[src/rtl/dac_sample_scheduler_pkg.sv]
// Shared constants, state encoding and sample conversion for the DAC sample scheduler.
package dac_sample_scheduler_pkg;

    localparam int         SAMPLE_INTERVAL = 1500;
    localparam int         SAMPLE_W        = 32;
    localparam int         DAC_WORD_W      = 24;
    localparam logic [7:0] DAC_CMD_CH_A    = 8'b00110001;

    typedef enum logic {S_WAIT_PRIME, S_RUN} state_t;

    typedef struct packed {
        logic        clip;
        logic [15:0] word;
    } conv_t;

    // Offset binary is sat + 0x8000 modulo 2^16, which is just the sign bit flipped.
    function automatic conv_t sat16_offset(input logic signed [SAMPLE_W-1:0] x, input int shift);
        logic signed [SAMPLE_W-1:0] s;
        conv_t                      r;
        s      = x >>> shift;
        r.clip = 1'b0;
        r.word = s[15:0] ^ 16'h8000;
        if (s > 32'sd32767) begin
            r.clip = 1'b1;
            r.word = 16'hFFFF;
        end else if (s < -32'sd32768) begin
            r.clip = 1'b1;
            r.word = 16'h0000;
        end
        return r;
    endfunction

endpackage

[src/rtl/dac_sample_scheduler_fifo.sv]
// Synchronous FIFO with registered occupancy; head entry is visible combinationally.
// Push while full and pop while empty are ignored.
module dac_sample_scheduler_fifo #(
    parameter int W  = 24,
    parameter int AW = 2
) (
    input  logic         clock,
    input  logic         reset,
    input  logic         i_push,
    input  logic [W-1:0] i_push_dat,
    input  logic         i_pop,
    output logic [W-1:0] o_head_dat,
    output logic [AW:0]  o_count
);
    localparam int DEPTH = 2**AW;

    logic [W-1:0]  r_mem [DEPTH];
    logic [AW-1:0] r_wr;
    logic [AW-1:0] r_rd;
    logic [AW:0]   r_count;
    logic          w_push;
    logic          w_pop;

    assign w_push     = i_push && (r_count != (AW+1)'(DEPTH));
    assign w_pop      = i_pop && (r_count != '0);
    assign o_head_dat = r_mem[r_rd];
    assign o_count    = r_count;

    always_ff @(posedge clock) begin
        if (w_push) begin
            r_mem[r_wr] <= i_push_dat;
        end
    end

    always_ff @(posedge clock) begin
        if (reset) begin
            r_wr    <= '0;
            r_rd    <= '0;
            r_count <= '0;
        end else begin
            if (w_push) begin
                r_wr <= r_wr + 1'b1;
            end
            if (w_pop) begin
                r_rd <= r_rd + 1'b1;
            end
            case ({w_push, w_pop})
                2'b10:   r_count <= r_count + 1'b1;
                2'b01:   r_count <= r_count - 1'b1;
                default: r_count <= r_count;
            endcase
        end
    end

endmodule

[src/rtl/dac_sample_scheduler.sv]
// Converts accumulated samples to DAC words, buffers them, and releases one word per sample
// period; an empty FIFO at release time repeats the previous word and flags an underrun.
module dac_sample_scheduler #(
    parameter int         SAMPLE_INTERVAL = dac_sample_scheduler_pkg::SAMPLE_INTERVAL,
    parameter int         SHIFT           = 2,
    parameter int         FIFO_AW         = 2,
    parameter logic [7:0] DAC_CMD         = dac_sample_scheduler_pkg::DAC_CMD_CH_A
) (
    input  logic               clock,
    input  logic               reset,
    input  logic signed [31:0] in_sample,
    input  logic               in_valid,
    output logic               in_ready,
    input  logic               dac_busy,
    output logic [23:0]        dac_data,
    output logic               dac_send,
    output logic [FIFO_AW:0]   fill_level,
    output logic               underrun,
    output logic               clip
);
    import dac_sample_scheduler_pkg::*;

    localparam int DEPTH = 2**FIFO_AW;
    localparam int TW    = $clog2(SAMPLE_INTERVAL + 1);

    logic [TW-1:0]    r_timer;
    state_t           r_state;
    logic             r_pending;
    logic [23:0]      r_last_word;
    logic [23:0]      r_dac_data;
    logic             r_dac_send;
    logic             r_underrun;
    logic             r_clip;

    logic             w_tick;
    logic             w_push;
    conv_t            w_conv;
    logic [23:0]      w_entry;
    logic [23:0]      w_head;
    logic [FIFO_AW:0] w_fill;
    logic             w_empty;
    logic             w_active;
    logic             w_pend;
    logic             w_fire;
    logic             w_pop;

    assign w_tick  = (r_timer == TW'(SAMPLE_INTERVAL - 1));
    assign w_push  = in_valid && in_ready;
    assign w_conv  = sat16_offset(in_sample, SHIFT);
    assign w_entry = {DAC_CMD, w_conv.word};
    assign w_empty = (w_fill == '0);

    // The priming tick counts as a run-state tick so the first word goes out on it.
    assign w_active = (r_state == S_RUN) || (w_tick && !w_empty);
    assign w_pend   = r_pending || (w_tick && w_active);
    assign w_fire   = w_active && w_pend && !dac_busy;
    assign w_pop    = w_fire && !w_empty;

    dac_sample_scheduler_fifo #(
        .W  (24),
        .AW (FIFO_AW)
    ) u_fifo (
        .clock      (clock),
        .reset      (reset),
        .i_push     (w_push),
        .i_push_dat (w_entry),
        .i_pop      (w_pop),
        .o_head_dat (w_head),
        .o_count    (w_fill)
    );

    assign in_ready   = (w_fill != (FIFO_AW+1)'(DEPTH));
    assign fill_level = w_fill;
    assign dac_data   = r_dac_data;
    assign dac_send   = r_dac_send;
    assign underrun   = r_underrun;
    assign clip       = r_clip;

    always_ff @(posedge clock) begin
        if (reset) begin
            r_timer     <= '0;
            r_state     <= S_WAIT_PRIME;
            r_pending   <= 1'b0;
            r_last_word <= '0;
            r_dac_data  <= '0;
            r_dac_send  <= 1'b0;
            r_underrun  <= 1'b0;
            r_clip      <= 1'b0;
        end else begin
            r_timer    <= w_tick ? '0 : r_timer + 1'b1;
            r_clip     <= w_push && w_conv.clip;
            r_dac_send <= 1'b0;
            r_underrun <= 1'b0;
            if (r_state == S_WAIT_PRIME && w_tick && !w_empty) begin
                r_state <= S_RUN;
            end
            if (w_fire) begin
                r_dac_send <= 1'b1;
                r_pending  <= 1'b0;
                if (!w_empty) begin
                    r_dac_data  <= w_head;
                    r_last_word <= w_head;
                end else begin
                    r_dac_data <= r_last_word;
                    r_underrun <= 1'b1;
                end
            end else begin
                // A tick while still pending leaves a single outstanding send.
                r_pending <= w_pend;
            end
        end
    end

endmodule
[config.mk]
export PLATFORM = sky130hd
export DESIGN_NAME = dac_sample_scheduler
export DESIGN_NICKNAME = d
export VERILOG_FILES = /design/src/rtl/dac_sample_scheduler_pkg.sv /design/src/rtl/dac_sample_scheduler_fifo.sv /design/src/rtl/dac_sample_scheduler.sv
export SDC_FILE = /design/constraint.sdc
export NUM_CORES = 1
export LEC_CHECK = 0
export CELL_PAD_IN_SITES_DETAIL_PLACEMENT = 1
export CELL_PAD_IN_SITES_GLOBAL_PLACEMENT = 1
export CORE_MARGIN = 8
export CORE_UTILIZATION = 35
export DETAILED_ROUTE_END_ITERATION = 10
export GPL_ROUTABILITY_DRIVEN = 0
export PLACE_DENSITY = 0.63
export RECOVER_POWER = 50
export SKIP_LAST_GASP = 1
export SLEW_MARGIN = 20
export SYNTH_ARGS = -nofsm -noshare
export SYNTH_HDL_FRONTEND = slang
export SYNTH_HIERARCHICAL = 1
export SYNTH_SLANG_ARGS = --single-unit
[constraint.sdc]
create_clock -name clock -period 6.1 [get_ports clock]
set_clock_uncertainty 0.1 [all_clocks]
set_input_delay 1.22 -clock clock [delete_from_list [all_inputs] [get_ports clock]]
set_output_delay 1.22 -clock clock [all_outputs]
set_load 0.02 [all_outputs]
Word-level counts from Yosys, hierarchy flattened
Memory sizes are Yosys's and may differ from the RTL's. A register that Yosys moved wholly into a read port is not among the register bits.
Cells that the tools add are included.
- $add $sub $neg: 5
- multiply operators: 0
- divide/modulo/power cells: 0
- order comparisons: 2
- equality and inequality tests: 4
- shifts and indexed selects: 0
- mux-type cells: 8
- bitwise gates (word level): 4
- reductions and logical operators: 22
- operators with widths (kind ; number):
    17-bit two-way mux ; 2
    30-bit by 16-bit greater-than comparator with 1-bit output (second input constant) ; 1
    30-bit by 16-bit less-than comparator with 1-bit output (second input constant) ; 1
    24-bit two-way mux ; 1
    11-bit by 1-bit adder with 11-bit output (second input constant) ; 1
    11-bit == test (second input constant) ; 1
    1-bit logical AND ; 11
    3-bit case mux with 2 select lines ; 1
    2-bit OR reduction ; 3
    2-bit by 1-bit adder with 2-bit output (second input constant) ; 2
    1-bit two-way mux ; 4
    1-bit NOT ; 4
    3-bit by 1-bit adder with 3-bit output (second input constant) ; 1
    3-bit logical NOT ; 1
    3-bit inequality test (second input constant) ; 1
    3-bit nonzero test ; 1
    3-bit by 1-bit subtractor with 3-bit output (second input constant) ; 1
    2-bit by 1-bit == test with 1-bit output (second input constant) ; 1
    2-bit == test (second input constant) ; 1
    1-bit logical NOT ; 2
    1-bit logical OR ; 2
    2-bit AND reduction ; 1
    2-bit nonzero test ; 1
- flip-flop bits (word level): 47
- latch bits: 0
- bits in writable memories: 64
- memory bits (read-only): 0
- bits of input ports: 36
- output and inout port bits: 31
- word-level logic and storage cells: 56
- memories: 1
- memories (name ; words ; bits a word ; rd ports ; clocked after memory_dff ; wr ports ; RTL line ; text):
    u_fifo.r_mem ; 4 ; 16 ; 1 ; 1 ; 1 ; dac_sample_scheduler_fifo.sv:17 ; logic [W-1:0] r_mem [DEPTH];

Longest topological paths before layout
Gate-level depths: netlist of the first run.
- depth after elaboration: 12
- mapped depth: 13

Hierarchy
The synthesis of the first run kept the hierarchy.
- by module, submodules not included (module ; instances ; cells an instance ; area each (µm²) ; sequential area each (µm²)):
    dac_sample_scheduler_fifo ; 1 ; 176 ; 3980.1 ; 3062.9
    dac_sample_scheduler ; 1 ; 211 ; 1834.3 ; 800.8

Worst setup path before layout of the first run
OpenSTA, ideal clock, no wires.
- kind: input-to-reg
- start point: input port dac_busy
- end point: register u_fifo.r_count[2], in the netlist u_fifo/o_count[2]
- setup time: 70 ps
- arrival time: 3025 ps
- slack: 2904 ps
- stages on the path: 10
- cells stage by stage: and3b_1 -> buf_6 -> buf_12 -> o31a_1 -> ha_1 -> inv_1 -> fa_1 -> xor2_1 -> or3_1 -> a21oi_1
- longest elaborated chain between the ends: 6
- elaborated cells between the ends (all ways): 8
- those cells by class: 2 x eq/ne; 1 x mux; 5 x reduce/logical
- ends and longest elaborated chain (element ; RTL line ; text):
    start: declaration ; dac_sample_scheduler.sv:14 ; input logic dac_busy,
    1-bit logical NOT (*) ; dac_sample_scheduler.sv:56 ; assign w_fire = w_active && w_pend && !dac_busy;
    1-bit logical AND (*) ; dac_sample_scheduler.sv:56 ;
    1-bit logical AND (*) ; dac_sample_scheduler.sv:57 ; assign w_pop = w_fire && !w_empty;
    via w_pop ; dac_sample_scheduler.sv:45 ; logic w_pop;
    1-bit logical AND (*) ; dac_sample_scheduler_fifo.sv:25 ; assign w_pop = i_pop && (r_count != '0);
    via u_fifo.w_pop ; dac_sample_scheduler_fifo.sv:22 ; logic w_pop;
    2-bit by 1-bit == test with 1-bit output / 2-bit == test (equally long branches) ; dac_sample_scheduler_fifo.sv:47 ; case ({w_push, w_pop})
    3-bit case mux with 2 select lines / 2-bit nonzero test (equally long branches) ; -- ;
    end signal: assignment ; dac_sample_scheduler_fifo.sv:48 ; 2'b10: r_count <= r_count + 1'b1;
    end signal: assignment ; dac_sample_scheduler_fifo.sv:49 ; 2'b01: r_count <= r_count - 1'b1;
    end signal: assignment ; dac_sample_scheduler_fifo.sv:50 ; default: r_count <= r_count;
    end: declaration ; dac_sample_scheduler_fifo.sv:20 ; logic [AW:0] r_count;
The timed path passes the listed nets; every way through them passes the cells marked *.
A chain may end at the register's enable or synchronous reset.

==> flow_summary.json, run 1 <==
{
  "nets": 533,
  "fin_crit_sh": 0.6770,
  "final.setup.tns_ps": 0,
  "synth.avg_cell_area_um2": 15.02,
  "postSynthCellCount": 387,
  "layout-drive-gt1-share": 0.1233,
  "htree_levels": 4,
  "row_count": 47,
  "dieArea_mm2": 0.02099,
  "timing.rr.end": "u_fifo/o_count[2]",
  "hold_path.startpoint": "r_timer[0]",
  "relSlewSlack": -0.5466,
  "start_util": 0.3544,
  "clk_pin_slew_worst_paths_ps": 60,
  "syn2layout_area_growth_pct": 26.15,
  "die-width_um": 144.9,
  "synthTopCellsByCount": "edfxtp_1 (96), nand2_1 (56), dfxtp_1 (49), mux2i_1 (25), nor2_1 (24)",
  "grt_pass1_vias": 3748,
  "num_antenna_cells": 0,
  "cts_hold_buffers": 0,
  "multi_input_area_mm2": 0.001849,
  "cts_tree": "built",
  "fin_crit_ps": 4130,
  "worstPathMaxFanout": 48,
  "crit_required_ps": 6350,
  "async_flop_share": 0,
  "yosysUniqueCellTypes": 40,
  "hold_depth": 1,
  "portBuffers": 64,
  "path_class": "input port to flip-flop",
  "cts_setup_buffers": 0,
  "hold_path.class": "flip-flop to flip-flop",
  "worst_pin_slew_ps": 2320,
  "timing.fmax_mhz": 242.1,
  "clock-sinks": 145,
  "postRouteAntennaNets": 0,
  "antenna_found_initial": 0,
  "yosysTopAreaCell": "edfxtp_1",
  "vdd_drop_max_uv": 198.1,
  "hold_path_end": "r_timer[0]",
  "violations": "max-capacitance violations, max-slew violations",
  "cp-start-kind": "input port",
  "grt-ovfl-total": 0,
  "hold_slack_ps": 349.1,
  "arrival_ps": 4380,
  "final-hold-violation-count": 0,
  "core-area_mm2": 0.01641,
  "end_kind": "flip-flop",
  "via_per_inst": 4.722,
  "p_leak_nw": 2.562,
  "drc": 0,
  "ys.flop_type": "edfxtp_1",
  "reg2reg_depth": 11,
  "cts_buffers": 17,
  "status": "complete, but fails checks",
  "yosysMostFrequentCell": "edfxtp_1",
  "seq_area_mm2": 0.003865,
  "dpl.hpwl_um": 8232,
  "drt-total-wl_um": 12600,
  "vias": 3414,
  "max_cap_viol_count": 2,
  "synth_edf_count": 96,
  "ys_seq_area_frac": 0.6645,
  "grt_max_degree": 49,
  "die_y_um": 144.9,
  "yosysWarnings": 6,
  "synth.top_cell.area_share": 0.4958,
  "cts_resized": 0,
  "drt_iter0_drc": 169,
  "grt_first_pass_wirelength_um": 20110,
  "synth_area_mm2": 0.005814,
  "wl_per_cell_um": 17.42,
  "synth_seq_cells": 145,
  "nFillCells": 1641,
  "track_usage": 0.1301,
  "synthTopCellsByArea": "edfxtp_1 (50%), dfxtp_1 (17%), mux4_2 (7.7%)",
  "ff2ff_setup_slack_ps": 2650,
  "slew_violations": 66,
  "clk_latency_ps": 420,
  "finalSetupViolations": 0,
  "dr.pass1.iters": 4,
  "rsz0062_at_grt": "no",
  "r2r-start": "r_timer[2]",
  "power_density_mw_per_mm2": 308.5,
  "pin_count": 67,
  "cts-root-buf": "clkbuf_16",
  "ctsLongestPathBuffers": 2
}
## stage by stage
step	power [mW]	setup slack (ps)	util	instances	cell area, um2
3_3_place_gp	1.243	2039	0.4123	691	6765
4_1_cts	2.295	2413	0.4489	723	7365
6_report	2.263	1970	0.4470	723	7335
3_5_place_dp	1.249	1963	0.4123	691	6765
5_1_grt	2.344	1675	0.4470	723	7335
2_1_floorplan	1.188	2904	-	417	5927
## power breakdown
part / internal (mW) / switching [mW]
logic: 0.0529 / 0.0696
clock network: 0.636 / 0.404
registers: 1.09 / 0.0120
total: 1.78 / 0.485
## logic make-up after synthesis
kind of cell,Yosys count,share of synthesized area
xor gates and xnor gates,13,0.01958
buffers and inverters,32,0.03572
and+or+nand+nor,108,0.08156
muxes,50,0.1405
AOI/OAI and AO/OA,30,0.04046
adders and majority gates,7,0.01635
DFF,145,0.6645
other,2,0.001292
## registers in the layout, indices dropped and copies added, names as in the netlist, 2 cells and up, named ones only
signal / count
dac_data: 24
r_timer: 11
u_fifo/o_count: 3
u_fifo/r_mem: 96
u_fifo/r_rd: 2
u_fifo/r_wr: 2
## layer usage
metal | vias up | global-route usage | part of all wire
li1 | 1607 | - | -
met1 | 1733 | 0.1462 | 0.42
met2 | 55 | 0.2274 | 0.52
met3 | 19 | 0.03215 | 0.035
met4 | 0 | 0.06188 | 0.019
met5 | - | 0 | 0
## worst max path at each step
stage | startpoint | to | slack [ps]
floorplan | dac_busy | u_fifo/o_count[2] | 2900
global placement | dac_busy | u_fifo/o_count[2] | 2040
detailed placement | dac_busy | u_fifo/o_count[2] | 1960
CTS | dac_busy | u_fifo/o_count[2] | 2410
global route | reset | dac_data[18] | 1680
finish | reset | dac_data[18] | 1970
## layout make-up
type	count	share of cell area
Inverter	14	0.007165
Tap cell	220	0.03753
Multi-Input combinational cell	240	0.2521
Clock inverter	11	0.01757
Clock buffer	21	0.06414
Timing Repair Buffer	72	0.09451
Sequential cell	145	0.5270
## critical path: stages
cell and delay, ps:
dlygate4sd3_1 770, inv_1 150, clkbuf_1 1670, nand2_1 310
mux2i_1 240
## cells in the final DEF (no fill, tap or decap), drive strengths merged, types with 15 or more instances in the layout
cell and n:
mux4 24, mux2i 25, nor2 24, inv 15, o21a 16, dlygate4sd3 34, nand2 56, clkdlybuf4s50 30
clkbuf 23, edfxtp 96, conb 32, dfxtp 49
Power figures use the tool's default switching activity.
==> inputs of run 2 (changes only) <==
- PLACE_DENSITY: 0.63 -> 0.66
- clock period: 6.1 -> 3.35 ns (I/O delays scaled with it)
==> flow_summary.json, run 2 (synthesized netlist as in run 1, its figures left out) <==
{
  "status": "complete, no violations",
  "end_kind": "flip-flop",
  "cts_resized": 0,
  "worst_pin_slew_ps": 989.8,
  "rsz0062_at_grt": "no",
  "largest_reg_flops": 96,
  "hold_path_end": "r_timer[0]",
  "antenna_found_initial": 0,
  "hold_slack_ps": 348.1,
  "r2r-start": "r_timer[2]",
  "drt-met1-wl_um": 5254,
  "fin_crit_sh": 0.8926,
  "clk_latency_ps": 410,
  "final_cell_mix": "edfxtp_1 (96), clkdlybuf4s50_1 (60), nand2_1 (56)",
  "vias": 3377,
  "dieArea_mm2": 0.02099,
  "slew_violations": 0,
  "path_class": "flip-flop to flip-flop",
  "grt-ovfl-total": 0,
  "wl_met2_um": 6486,
  "cts_tree": "built",
  "drt-total-wl_um": 12410,
  "start_util": 0.3544,
  "top_layer": "met4",
  "hold_path.startpoint": "r_timer[0]",
  "cts_setup_buffers": 0,
  "max_cap_viol_count": 0,
  "finalSetupViolations": 0,
  "cp_cell_sequence": "or4b_1, o31ai_1, and3b_1, o31a_1, ha_1, inv_1, fa_1, xor2_1, or3_1, a21oi_1",
  "crit_required_ps": 3600,
  "cts_buffers": 17,
  "dpl.hpwl_um": 8412,
  "hold_path.class": "flip-flop to flip-flop",
  "nets": 540,
  "pin_count": 67,
  "top_register": "u_fifo/r_mem",
  "arrival_ps": 3240,
  "cp_top_family": "simple AND/OR/NAND/NOR gates",
  "timing.fmax_mhz": 334.4,
  "syn2layout_area_growth_pct": 26.60,
  "die_y_um": 144.9,
  "final-hold-violation-count": 0,
  "crit_path_top_delay_cell": "or4b_1",
  "layout-drive-gt1-share": 0.1255,
  "power_density_mw_per_mm2": 539.0,
  "reg2reg_depth": 10,
  "core-area_mm2": 0.01641,
  "nFillCells": 1677,
  "row_count": 47,
  "via_per_inst": 4.620,
  "final.setup.tns_ps": 0,
  "grt_first_pass_wirelength_um": 19820,
  "cts-root-buf": "clkbuf_16",
  "clock-sinks": 145,
  "wl_met3_um": 506,
  "fin_crit_ps": 2990,
  "crit_buf_inv": 1,
  "cts_hold_buffers": 0,
  "vdd_drop_max_uv": 379.0,
  "slowest_delay_ps": 560,
  "drc": 0,
  "timing.rr.end": "u_fifo/o_count[2]",
  "htree_levels": 4,
  "relSlewSlack": 0.3401,
  "portBuffers": 64,
  "cp-start-kind": "flip-flop",
  "wl_per_cell_um": 16.98,
  "postRouteAntennaNets": 0,
  "dr.pass1.iters": 4,
  "clk_pin_slew_worst_paths_ps": 60,
  "hold_depth": 1,
  "track_usage": 0.1279,
  "grt_max_degree": 26,
  "cp.depth": 10,
  "p_leak_nw": 2.499,
  "ff2ff_setup_slack_ps": 360,
  "final_common_cell": "edfxtp_1",
  "die-width_um": 144.9,
  "worstPathMaxFanout": 5,
  "ctsLongestPathBuffers": 2,
  "grt_pass1_vias": 3750,
  "drt_iter0_drc": 138
}
==> run 2: worst max-delay path by stage <==
| stage | from | end | slack [ps] |
|---|---|---|---|
| 2_1_floorplan | r_timer[2] | u_fifo/o_count[2] | 320 |
| 3_3_place_gp | dac_busy | u_fifo/o_count[2] | 420 |
| 3_5_place_dp | dac_busy | u_fifo/o_count[2] | 340 |
| 4_1_cts | r_timer[2] | u_fifo/o_count[2] | 370 |
| 5_1_grt | r_timer[2] | u_fifo/o_count[2] | 200 |
| 6_report | r_timer[2] | u_fifo/o_count[2] | 360 |
==> run 2: metal layers <==
metal / global-route usage / up-vias
li1: - / 1610
met1: 0.1424 / 1709
met2: 0.2220 / 44
met3: 0.03839 / 14
met4: 0.05641 / 0
met5: 0 / -
==> run 2: final cells by class <==
cell class	count	area, um2	area share
antenna	1	2.502	0.0003400
clock buffer	26	519.2	0.07054
clock inverter	6	27.53	0.003740
inverter	14	52.55	0.007139
multi-input combinational	240	1852	0.2516
sequential	145	3865	0.5251
tap	220	275.3	0.03740
timing repair buffer	79	767.0	0.1042
==> run 2: report_power, final <==
group,internal (mW),switching (mW)
sequential,1.98,0.0225
clock,1.05,0.670
combinational,0.109,0.130
total,3.15,0.822
==> run 2: metrics by stage <==
stage	util	cells	total power, mW	instance area (um2)	worst slack (ps)
final	0.4486	731	3.967	7361	359.6
after global routing	0.4485	730	4.115	7358	198.9
after CTS	0.4504	730	4.027	7390	365.6
after detailed placement	0.4171	698	2.288	6843	340.2
after global placement	0.4171	698	2.273	6843	415.8
after floorplan	-	417	2.163	5927	315.1
==> inputs of run 3 (changes only) <==
- MAX_ROUTING_LAYER: default -> met4
- REMOVE_ABC_BUFFERS: default -> 1
==> flow_summary.json, run 3 (synthesized netlist as in run 1, its figures left out) <==
{
  "pwr-share-clk": 0.448,
  "final_cell_mix": "edfxtp_1 (96), clkdlybuf4s50_1 (62), nand2_1 (56)",
  "path_class": "flip-flop to flip-flop",
  "cts_buffers": 17,
  "portBuffers": 64,
  "die_y_um": 144.9,
  "power_density_mw_per_mm2": 551.5,
  "track_usage": 0.1344,
  "syn2layout_area_growth_pct": 26.23,
  "grt_pass1_vias": 3888,
  "ff2ff_setup_slack_ps": 350,
  "drc": 0,
  "timing.rr.end": "u_fifo/o_count[2]",
  "top_register": "u_fifo/r_mem",
  "wl_per_cell_um": 17.18,
  "status": "complete, no violations",
  "rsz0062_at_grt": "no",
  "worst_pin_slew_ps": 1088,
  "hold_depth": 2,
  "grt-ovfl-total": 0,
  "cts_tree": "built",
  "pin_count": 67,
  "power_frac_comb": 0.056,
  "vdd_drop_max_uv": 341.2,
  "cts_resized": 0,
  "htree_levels": 4,
  "seqPwrFrac": 0.495,
  "clk_pin_slew_worst_paths_ps": 60,
  "p_leak_nw": 2.463,
  "finalSetupViolations": 0,
  "grt_max_degree": 50,
  "final_common_cell": "edfxtp_1",
  "p_int_mw": 3.174,
  "final_cells": 728,
  "die-width_um": 144.9,
  "hold_path_end": "dac_data[17]",
  "ctsLongestPathBuffers": 2,
  "final.setup.tns_ps": 0,
  "core-area_mm2": 0.01641,
  "netSwitchingFraction": 0.2158,
  "cts_hold_buffers": 0,
  "clock-sinks": 145,
  "final-hold-violation-count": 0,
  "arrival_ps": 3240,
  "grt_first_pass_wirelength_um": 20220,
  "start_util": 0.3544,
  "max_cap_viol_count": 0,
  "relSlewSlack": 0.2750,
  "dieArea_mm2": 0.02099,
  "place_inst": 696,
  "vias": 3428,
  "fin_crit_sh": 0.8948,
  "r2r-start": "r_timer[2]",
  "drt_iter0_drc": 149,
  "cts_setup_buffers": 0,
  "via_per_inst": 4.709,
  "cts-root-buf": "clkbuf_16",
  "hold_path.startpoint": "dac_data[17]",
  "nets": 538,
  "crit_required_ps": 3590,
  "antenna_found_initial": 0,
  "worstPathMaxFanout": 5,
  "end_kind": "flip-flop",
  "p_sw_mw": 0.8735,
  "largest_reg_flops": 96,
  "row_count": 47,
  "dpl.hpwl_um": 8007,
  "critPathLaunch": "r_timer[2]",
  "nFillCells": 1666,
  "cp-start-kind": "flip-flop",
  "num_antenna_cells": 0,
  "fin_crit_ps": 2998,
  "drt-total-wl_um": 12510,
  "layout-drive-gt1-share": 0.1240,
  "postRouteAntennaNets": 0,
  "clk_latency_ps": 410,
  "slew_violations": 0,
  "reg2reg_depth": 10,
  "dr.pass1.iters": 6,
  "timing.fmax_mhz": 333.6,
  "fin_total_pwr_mw": 4.048,
  "hold_path.class": "flip-flop to flip-flop"
}
run 3: worst max path at each step:
stage,end,slack [ps],cells after the start
after CTS,u_fifo/o_count[2],360,10
after floorplan,u_fifo/o_count[2],-310,10
after global placement,u_fifo/o_count[2],400,9
after detailed placement,u_fifo/o_count[2],320,9
after global routing,u_fifo/o_count[2],220,10
final,u_fifo/o_count[2],350,10
run 3: per-stage QoR:
step,util,setup slack [ps],hold WS [ps],instance area [um2]
floorplan,-,-306.2,317.5,5772
global placement,0.4154,397.8,330.2,6815
detailed placement,0.4154,321.3,346.5,6815
CTS,0.4501,358.0,359.4,7385
global route,0.4473,218.9,381.4,7340
finish,0.4473,352.5,356.7,7340
run 3: cell type report:
cell class | instances | area, um2 | share of cell area
Multi-Input combinational cell | 240 | 1846 | 0.2514
Clock buffer | 18 | 429.2 | 0.05847
Sequential cell | 145 | 3865 | 0.5266
Tap cell | 220 | 275.3 | 0.03750
Inverter | 14 | 52.55 | 0.007160
Clock inverter | 14 | 140.1 | 0.01909
Timing Repair Buffer | 77 | 732.0 | 0.09973
run 3: per-layer routing:
metal	share of wire	wire [um]	track usage
met4	0.017	212	0.05969
met5	0	0	-
met2	0.50	6317	0.2230
met1	0.44	5536	0.1528
met3	0.035	442	0.03182
run 3: power groups by stage:
stage	registers (mW)	clock network, mW	logic [mW]
2_1_floorplan	2.04	0	0.120
3_3_place_gp	2.04	0	0.230
3_5_place_dp	2.04	0	0.237
4_1_cts	2.01	1.86	0.239
5_1_grt	2.01	1.94	0.254
6_report	2.01	1.81	0.228
run 3: critical path: stages, from the launching register on:
cell and delay, ps:
dfxtp_1 350, or4b_1 570, o31ai_1 250, and3b_2 220, o31a_1 170, ha_1 200
inv_1 70, fa_1 380, xor2_1 160, or3_1 310, a21oi_1 150
